[config.mk]
export PLATFORM = sky130hd
export DESIGN_NAME = nco_fcw_sequencer
export DESIGN_NICKNAME = d
export VERILOG_FILES = /design/src/rtl/nco_fcw_sequencer.sv
export SDC_FILE = /design/constraint.sdc
export NUM_CORES = 1
export LEC_CHECK = 0
export BUFFER_PORTS_ARGS = -buffer_cell sky130_fd_sc_hd__buf_2
export CORE_MARGIN = 2
export CORE_UTILIZATION = 60
export CTS_BUF_LIST = sky130_fd_sc_hd__clkbuf_8 sky130_fd_sc_hd__clkbuf_16
export CTS_CLUSTER_SIZE = 30
export DETAILED_ROUTE_END_ITERATION = 12
export PLACE_DENSITY = 0.89
export SYNTH_ARGS = -nofsm -noshare
export SYNTH_HDL_FRONTEND = slang
export SYNTH_SLANG_ARGS = --single-unit
[constraint.sdc]
create_clock -name clk -period 2.9 [get_ports clk]
set_input_delay 0.58 -clock clk [delete_from_list [all_inputs] [get_ports clk]]
set_output_delay 0.58 -clock clk [all_outputs]
set_load 0.005 [all_outputs]
[src/rtl/nco_fcw_sequencer.sv]
// NCO phase-accumulator sequencer: serial config load, double-buffered FCW, optional linear sweep.
// Optional macro NCO_CFG_PARITY_EN adds a 25th parity beat to the serial transfer.
module nco_fcw_sequencer #(
    parameter int FCW_W   = 20,
    parameter int DWELL_W = 8,
    parameter int FRAME   = 7
) (
    input  logic             clk,
    input  logic             nRst,
    input  logic [1:0]       Sin,
    input  logic             Sld,
    input  logic             Start,
    input  logic             Stop,
    input  logic             Mode,
    input  logic             Vld,
    output logic             En,
    output logic [FCW_W-1:0] FCW,
    output logic             Busy,
    output logic             Err
);
    localparam int CFG_W  = 2*FCW_W + DWELL_W;
`ifdef NCO_CFG_PARITY_EN
    localparam int NBEATS = CFG_W/2 + 1;
`else
    localparam int NBEATS = CFG_W/2;
`endif
    localparam int SR_W   = 2*NBEATS;
    localparam int CNT_W  = $clog2(NBEATS + 2);
    localparam int WD_W   = $clog2(FRAME + 3);

    typedef enum logic [1:0] {S_IDLE, S_LOAD, S_RUN} state_t;

    state_t             r_state, w_next;
    logic [SR_W-1:0]    r_sr;
    logic [CNT_W-1:0]   r_cnt;
    logic               r_sld_q;
    logic [CFG_W-1:0]   r_shadow;
    logic               r_armed, r_from_run, r_stop_pend, r_pend, r_err;
    logic [FCW_W-1:0]   r_fcw, r_step;
    logic [DWELL_W-1:0] r_dwell, r_dcnt;
    logic [WD_W-1:0]    r_wd;

    logic               w_sld_fall, w_load_ok, w_load_bad, w_run, w_wd_trip;
    logic               w_start_acc, w_start_err;
    logic [CFG_W-1:0]   w_word;
    logic [FCW_W-1:0]   w_sh_start, w_sh_step;
    logic [DWELL_W-1:0] w_sh_dwell;

    assign w_word     = r_sr[SR_W-1 -: CFG_W];
    assign w_sh_start = r_shadow[CFG_W-1 -: FCW_W];
    assign w_sh_step  = r_shadow[DWELL_W +: FCW_W];
    assign w_sh_dwell = r_shadow[DWELL_W-1:0];
    assign w_sld_fall = r_sld_q & ~Sld;

`ifdef NCO_CFG_PARITY_EN
    assign w_load_ok  = w_sld_fall && (r_cnt == CNT_W'(NBEATS))
                      && ((^w_word[CFG_W-1:CFG_W/2]) == r_sr[1])
                      && ((^w_word[CFG_W/2-1:0]) == r_sr[0]);
`else
    assign w_load_ok  = w_sld_fall && (r_cnt == CNT_W'(NBEATS));
`endif
    assign w_load_bad = w_sld_fall & ~w_load_ok;

    // A reload issued from RUN keeps the accumulator running until LOAD exits.
    assign w_run     = (r_state == S_RUN) || ((r_state == S_LOAD) && r_from_run);
    assign w_wd_trip = w_run && !Vld && (r_wd == WD_W'(FRAME + 1));

    assign En   = w_run;
    assign Busy = (r_state != S_IDLE);
    assign FCW  = r_fcw;
    assign Err  = r_err;

    always_ff @(posedge clk or negedge nRst) begin
        if (!nRst) r_state <= S_IDLE;
        else       r_state <= w_next;
    end

    always_comb begin
        w_next      = r_state;
        w_start_acc = 1'b0;
        w_start_err = 1'b0;
        case (r_state)
            S_IDLE: begin
                if (Sld) begin
                    w_next = S_LOAD;
                end else if (Start && !Stop) begin
                    if (r_armed) begin
                        w_next      = S_RUN;
                        w_start_acc = 1'b1;
                    end else begin
                        w_start_err = 1'b1;
                    end
                end
            end
            S_LOAD: begin
                if (w_sld_fall)
                    w_next = (r_from_run && !r_stop_pend && !Stop) ? S_RUN : S_IDLE;
            end
            S_RUN: begin
                if (Stop)     w_next = S_IDLE;
                else if (Sld) w_next = S_LOAD;
            end
            default: w_next = S_IDLE;
        endcase
    end

    // Serial capture and shadow buffer
    always_ff @(posedge clk or negedge nRst) begin
        if (!nRst) begin
            r_sr     <= '0;
            r_cnt    <= '0;
            r_sld_q  <= 1'b0;
            r_shadow <= '0;
            r_armed  <= 1'b0;
        end else begin
            r_sld_q <= Sld;
            if (Sld) begin
                r_sr <= {r_sr[SR_W-3:0], Sin};
                if (r_cnt != '1) r_cnt <= r_cnt + CNT_W'(1);
            end else begin
                r_cnt <= '0;
            end
            if (w_load_ok) begin
                r_shadow <= w_word;
                r_armed  <= 1'b1;
            end
        end
    end

    // Control flags: LOAD origin, deferred stop, pending hot reload, watchdog, error
    always_ff @(posedge clk or negedge nRst) begin
        if (!nRst) begin
            r_from_run  <= 1'b0;
            r_stop_pend <= 1'b0;
            r_pend      <= 1'b0;
            r_wd        <= '0;
            r_err       <= 1'b0;
        end else begin
            if (r_state != S_LOAD && w_next == S_LOAD)
                r_from_run <= (r_state == S_RUN);

            if (r_state == S_LOAD && !w_sld_fall) r_stop_pend <= r_stop_pend | Stop;
            else                                  r_stop_pend <= 1'b0;

            if (w_start_acc || w_next == S_IDLE)            r_pend <= 1'b0;
            else if (w_load_ok && r_from_run && r_state == S_LOAD) r_pend <= 1'b1;
            else if (w_run && Vld)                          r_pend <= 1'b0;

            if (!w_run || Vld)                   r_wd <= '0;
            else if (r_wd != WD_W'(FRAME + 2))   r_wd <= r_wd + WD_W'(1);

            if (w_start_err || w_load_bad || w_wd_trip) r_err <= 1'b1;
            else if (w_start_acc)                       r_err <= 1'b0;
        end
    end

    // FCW datapath: only moves on Start or on a Vld edge while running
    always_ff @(posedge clk or negedge nRst) begin
        if (!nRst) begin
            r_fcw   <= '0;
            r_step  <= '0;
            r_dwell <= '0;
            r_dcnt  <= '0;
        end else if (w_start_acc || (w_run && Vld && r_pend)) begin
            r_fcw   <= w_sh_start;
            r_step  <= w_sh_step;
            r_dwell <= w_sh_dwell;
            r_dcnt  <= '0;
        end else if (w_run && Vld && Mode && r_dwell != '0) begin
            if (r_dcnt + DWELL_W'(1) == r_dwell) begin
                r_fcw  <= r_fcw + r_step;
                r_dcnt <= '0;
            end else begin
                r_dcnt <= r_dcnt + DWELL_W'(1);
            end
        end
    end

endmodule

==> results.ini <==
[worst_setup_path]
cpMaxStageDelayCell = sky130_fd_sc_hd__o41a_1
crit_family = compound AO/OA/AOI/OAI gates
reg2reg_depth = 8
cp.arrival_ns = 3.02
critical_path.cell_chain = ha_1, a211oi_1, o21bai_1, o41a_1, a21oi_2, nor4_1, a2111oi_0, a21oi_1
category_of_the_critical_setup_timing_path = flip-flop to flip-flop
timing.critical_path.slowest_cell_delay_ns = 0.47
worstSetupStartpointType = flip-flop
endpoint_of_the_most_critical_register_to_register_path = FCW[15]
critical_path.endpoint_type = flip-flop
crit_path_max_fanout = 6
worstReg2RegStart = FCW[1]
sum_of_buffers_and_inverters_on_the_critical_path = 0
worst-r2r-setup-slack_ns = 0.18
worstPathRequired_ns = 3.20

[placement]
place_worst_setup_slack_ns = 0.159
post_dp_hpwl_um = 11900
place_congestion = 0.908
placement.io_buffers = 31

[status]
run_status = completed

[detailed_routing]
drt_iter0_drc = 718
post-route-drc-count = 0
highest_metal_layer_with_signal_wires = met4
drt_pass1_iterations = 6
wl_per_cell_um = 19.4
wl_met3_um = 1050
vias = 6027
routed_wire_length_on_met2_um = 9520
drt-vias-per-instance = 6.25
drt-total-wl_um = 18700
ant_nets = 0
m1WireLength_um = 7510

[floorplan]
rows = 42
io_pins = 32
die_w_um = 120
design.die.area_mm2 = 0.0145
start_util_pct = 61.3
floorplan.die.height_um = 120
core_region_area_mm2 = 0.0132

[layout]
post_route_cells_drive_above_1_share_pct = 23.5
commonest_non_fill_non_tap_cells_in_the_layout = sky130_fd_sc_hd__dfrtp_1 (169), sky130_fd_sc_hd__nand2_1 (116), sky130_fd_sc_hd__mux2_2 (100)
num-nets-final = 811
layout.filler_cells = 883
final_common_cell = sky130_fd_sc_hd__dfrtp_1
antenna_cells_inserted = 0
finalCoreUtilization_pct = 69.3
areaGrowthSynthToFinish_pct = 12.9

[timing]
max-slew-margin-rel_pct = 38.8
final_critical_path_setup_slack_ns = 0.185
timing.final.crit_share_pct = 93.6
tightest_slew_ns = 0.914
maxSlewViolCount = 0
final_hold_viol_count = 0
period_needed_ns = 2.72
tns_ns = 0
report.final.setup_viol = 0
fmaxAchievable_ghz = 0.368
rsz0062_at_grt = no
fin_skew_ns = 0.00819

[clock_tree]
cts_hold_buf = 0
tritoncts.num_buffers = 17
clk_path_buf_depth = 2
htreeDepth = 4
cts_tree = yes
clk_transition_reported_paths_ns = 0.07
clock_insertion_delay_worst_skew_ns = 0.43
cts_root_buffer = sky130_fd_sc_hd__clkbuf_16
cts_num_sinks = 169

[pwr]
ir_worst_vdd_mv = 0.440
cellPowerDensity_mw_per_mm2 = 630
p_leak_uw = 0.00444

[grt]
grt_first_pass_wirelength_um = 31300
largest_net_degree_at_the_start_of_global_routing = 67
first_global_vias = 6377
grt_overflow_total = 0
antenna_found_initial = 0
track_usage_pct = 27.8

[worst_hold_path]
worst_min_path_class = primary input to asynchronous set/reset pin

[synth]
ys_types = 57
synth_area_mm2 = 0.00812
number_of_warnings_reported_in_the_yosys_synthesis_log = 0
synth_enable_flop_cells = 0
yosys_most_used_dff = sky130_fd_sc_hd__dfrtp_1
syn_avg_cell_area_um2 = 11.0
synth_seq_area_share_pct = 52.1
ys_ff_latch = 169
synth.net_count = 777
post_synthesis_cells = 741
ffs_w_async_s_r_synth_pct = 100

[run]
maxCapViolations = 0

[cell type report]
type	instances	area (µm²)	area share, %
flip-flops and latches	169	4230	46.1
multi-input cells	529	3730	40.7
clock buffers	18	439	4.79
repair buffers	44	322	3.51
well taps	176	220	2.40
clock inverters	14	174	1.90
inverters	14	52.6	0.573
[synthesized netlist by cell type, types with 3 or more instances]
cell,number,area [µm²]
sky130_fd_sc_hd__dfrtp_1,169,4230
sky130_fd_sc_hd__nand2_1,116,435
sky130_fd_sc_hd__mux2_2,100,1130
sky130_fd_sc_hd__nor2_1,49,184
sky130_fd_sc_hd__a21oi_1,34,170
sky130_fd_sc_hd__o21ai_0,29,145
sky130_fd_sc_hd__ha_1,26,325
sky130_fd_sc_hd__clkbuf_1,22,82.6
sky130_fd_sc_hd__xnor2_1,17,149
sky130_fd_sc_hd__nor2b_1,16,100
sky130_fd_sc_hd__inv_1,14,52.6
sky130_fd_sc_hd__a21o_1,11,82.6
sky130_fd_sc_hd__a31oi_1,11,68.8
sky130_fd_sc_hd__a211oi_1,9,67.6
sky130_fd_sc_hd__nor3_1,9,45.0
sky130_fd_sc_hd__mux2i_1,7,70.1
sky130_fd_sc_hd__nand3_1,7,35.0
sky130_fd_sc_hd__xor2_1,7,61.3
sky130_fd_sc_hd__nand2b_1,6,37.5
sky130_fd_sc_hd__nor4_1,5,31.3
sky130_fd_sc_hd__o21a_1,5,37.5
sky130_fd_sc_hd__or3_1,5,31.3
sky130_fd_sc_hd__and2_1,4,25.0
sky130_fd_sc_hd__and3_1,4,25.0
sky130_fd_sc_hd__o22ai_1,4,25.0
sky130_fd_sc_hd__a2111oi_0,3,26.3
sky130_fd_sc_hd__a21boi_0,3,22.5
sky130_fd_sc_hd__nand4b_1,3,26.3
sky130_fd_sc_hd__nor3b_1,3,22.5
sky130_fd_sc_hd__o211ai_1,3,22.5
sky130_fd_sc_hd__o22a_1,3,26.3
sky130_fd_sc_hd__o311ai_0,3,26.3
[repair_timing]
item | 4_1_cts | 5_1_grt
setup endpoints to repair | 0 | 11
resized for setup | 0 | 3
buffers inserted | 0 | 1
[flip-flops by register name, indices dropped and copies added (netlist names), 2 cells and up]
| register | flops |
|---|---|
| r_wd | 4 |
| r_state | 2 |
| r_dcnt | 8 |
| r_cnt | 5 |
| r_sr | 48 |
| FCW | 20 |
| r_step | 20 |
| r_shadow | 48 |
| r_dwell | 8 |
[report_power, final]
group	leakage [µW]	switching [µW]	total (µW)	internal (µW)
combinational	0.00190	217	504	287
clock	0.000294	954	2340	1380
sequential	0.00224	276	2940	2670
[layer usage]
layer,GRT usage [%],up-vias
met5,0,-
met4,12.9,0
met3,6.65,73
met2,46.4,228
met1,34.5,3042
li1,-,2684
[cells by family (layout without fill, tap and decap cells)]
| logic type | Yosys count | count (layout) | share of synthesized area [%] |
|---|---|---|---|
| adders and majority gates | 27 | 27 | 4.25 |
| muxes | 107 | 107 | 14.7 |
| and+or+nand+nor | 235 | 235 | 13.2 |
| AOI/OAI and AO/OA | 136 | 136 | 11.0 |
| buffers and inverters | 43 | 90 | 2.22 |
| xor gates and xnor gates | 24 | 24 | 2.59 |
| DFF | 169 | 169 | 52.1 |
[per-stage QoR]
step | hold slack [ns] | power, µW | instances | cell area, µm²
floorplan | 0.284 | 3210 | 741 | 8120
global placement | 0.454 | 3390 | 931 | 8530
detailed placement | 0.455 | 3470 | 931 | 8530
CTS | 0.150 | 5790 | 963 | 9150
global route | 0.173 | 5980 | 964 | 9170
finish | 0.129 | 5780 | 964 | 9170
[how the worst max path moves through the flow]
stage	to	cells past startpoint	from	slack, ns
detailed placement	FCW[15]	8	FCW[1]	0.16
floorplan	FCW[12]	7	r_dcnt[0]	0.47
global route	FCW[16]	10	FCW[0]	0.03
finish	FCW[15]	8	FCW[1]	0.18
CTS	FCW[15]	8	FCW[1]	0.06
global placement	FCW[7]	7	r_dcnt[0]	0.25
No activity file was read; power rests on OpenSTA's default activity.
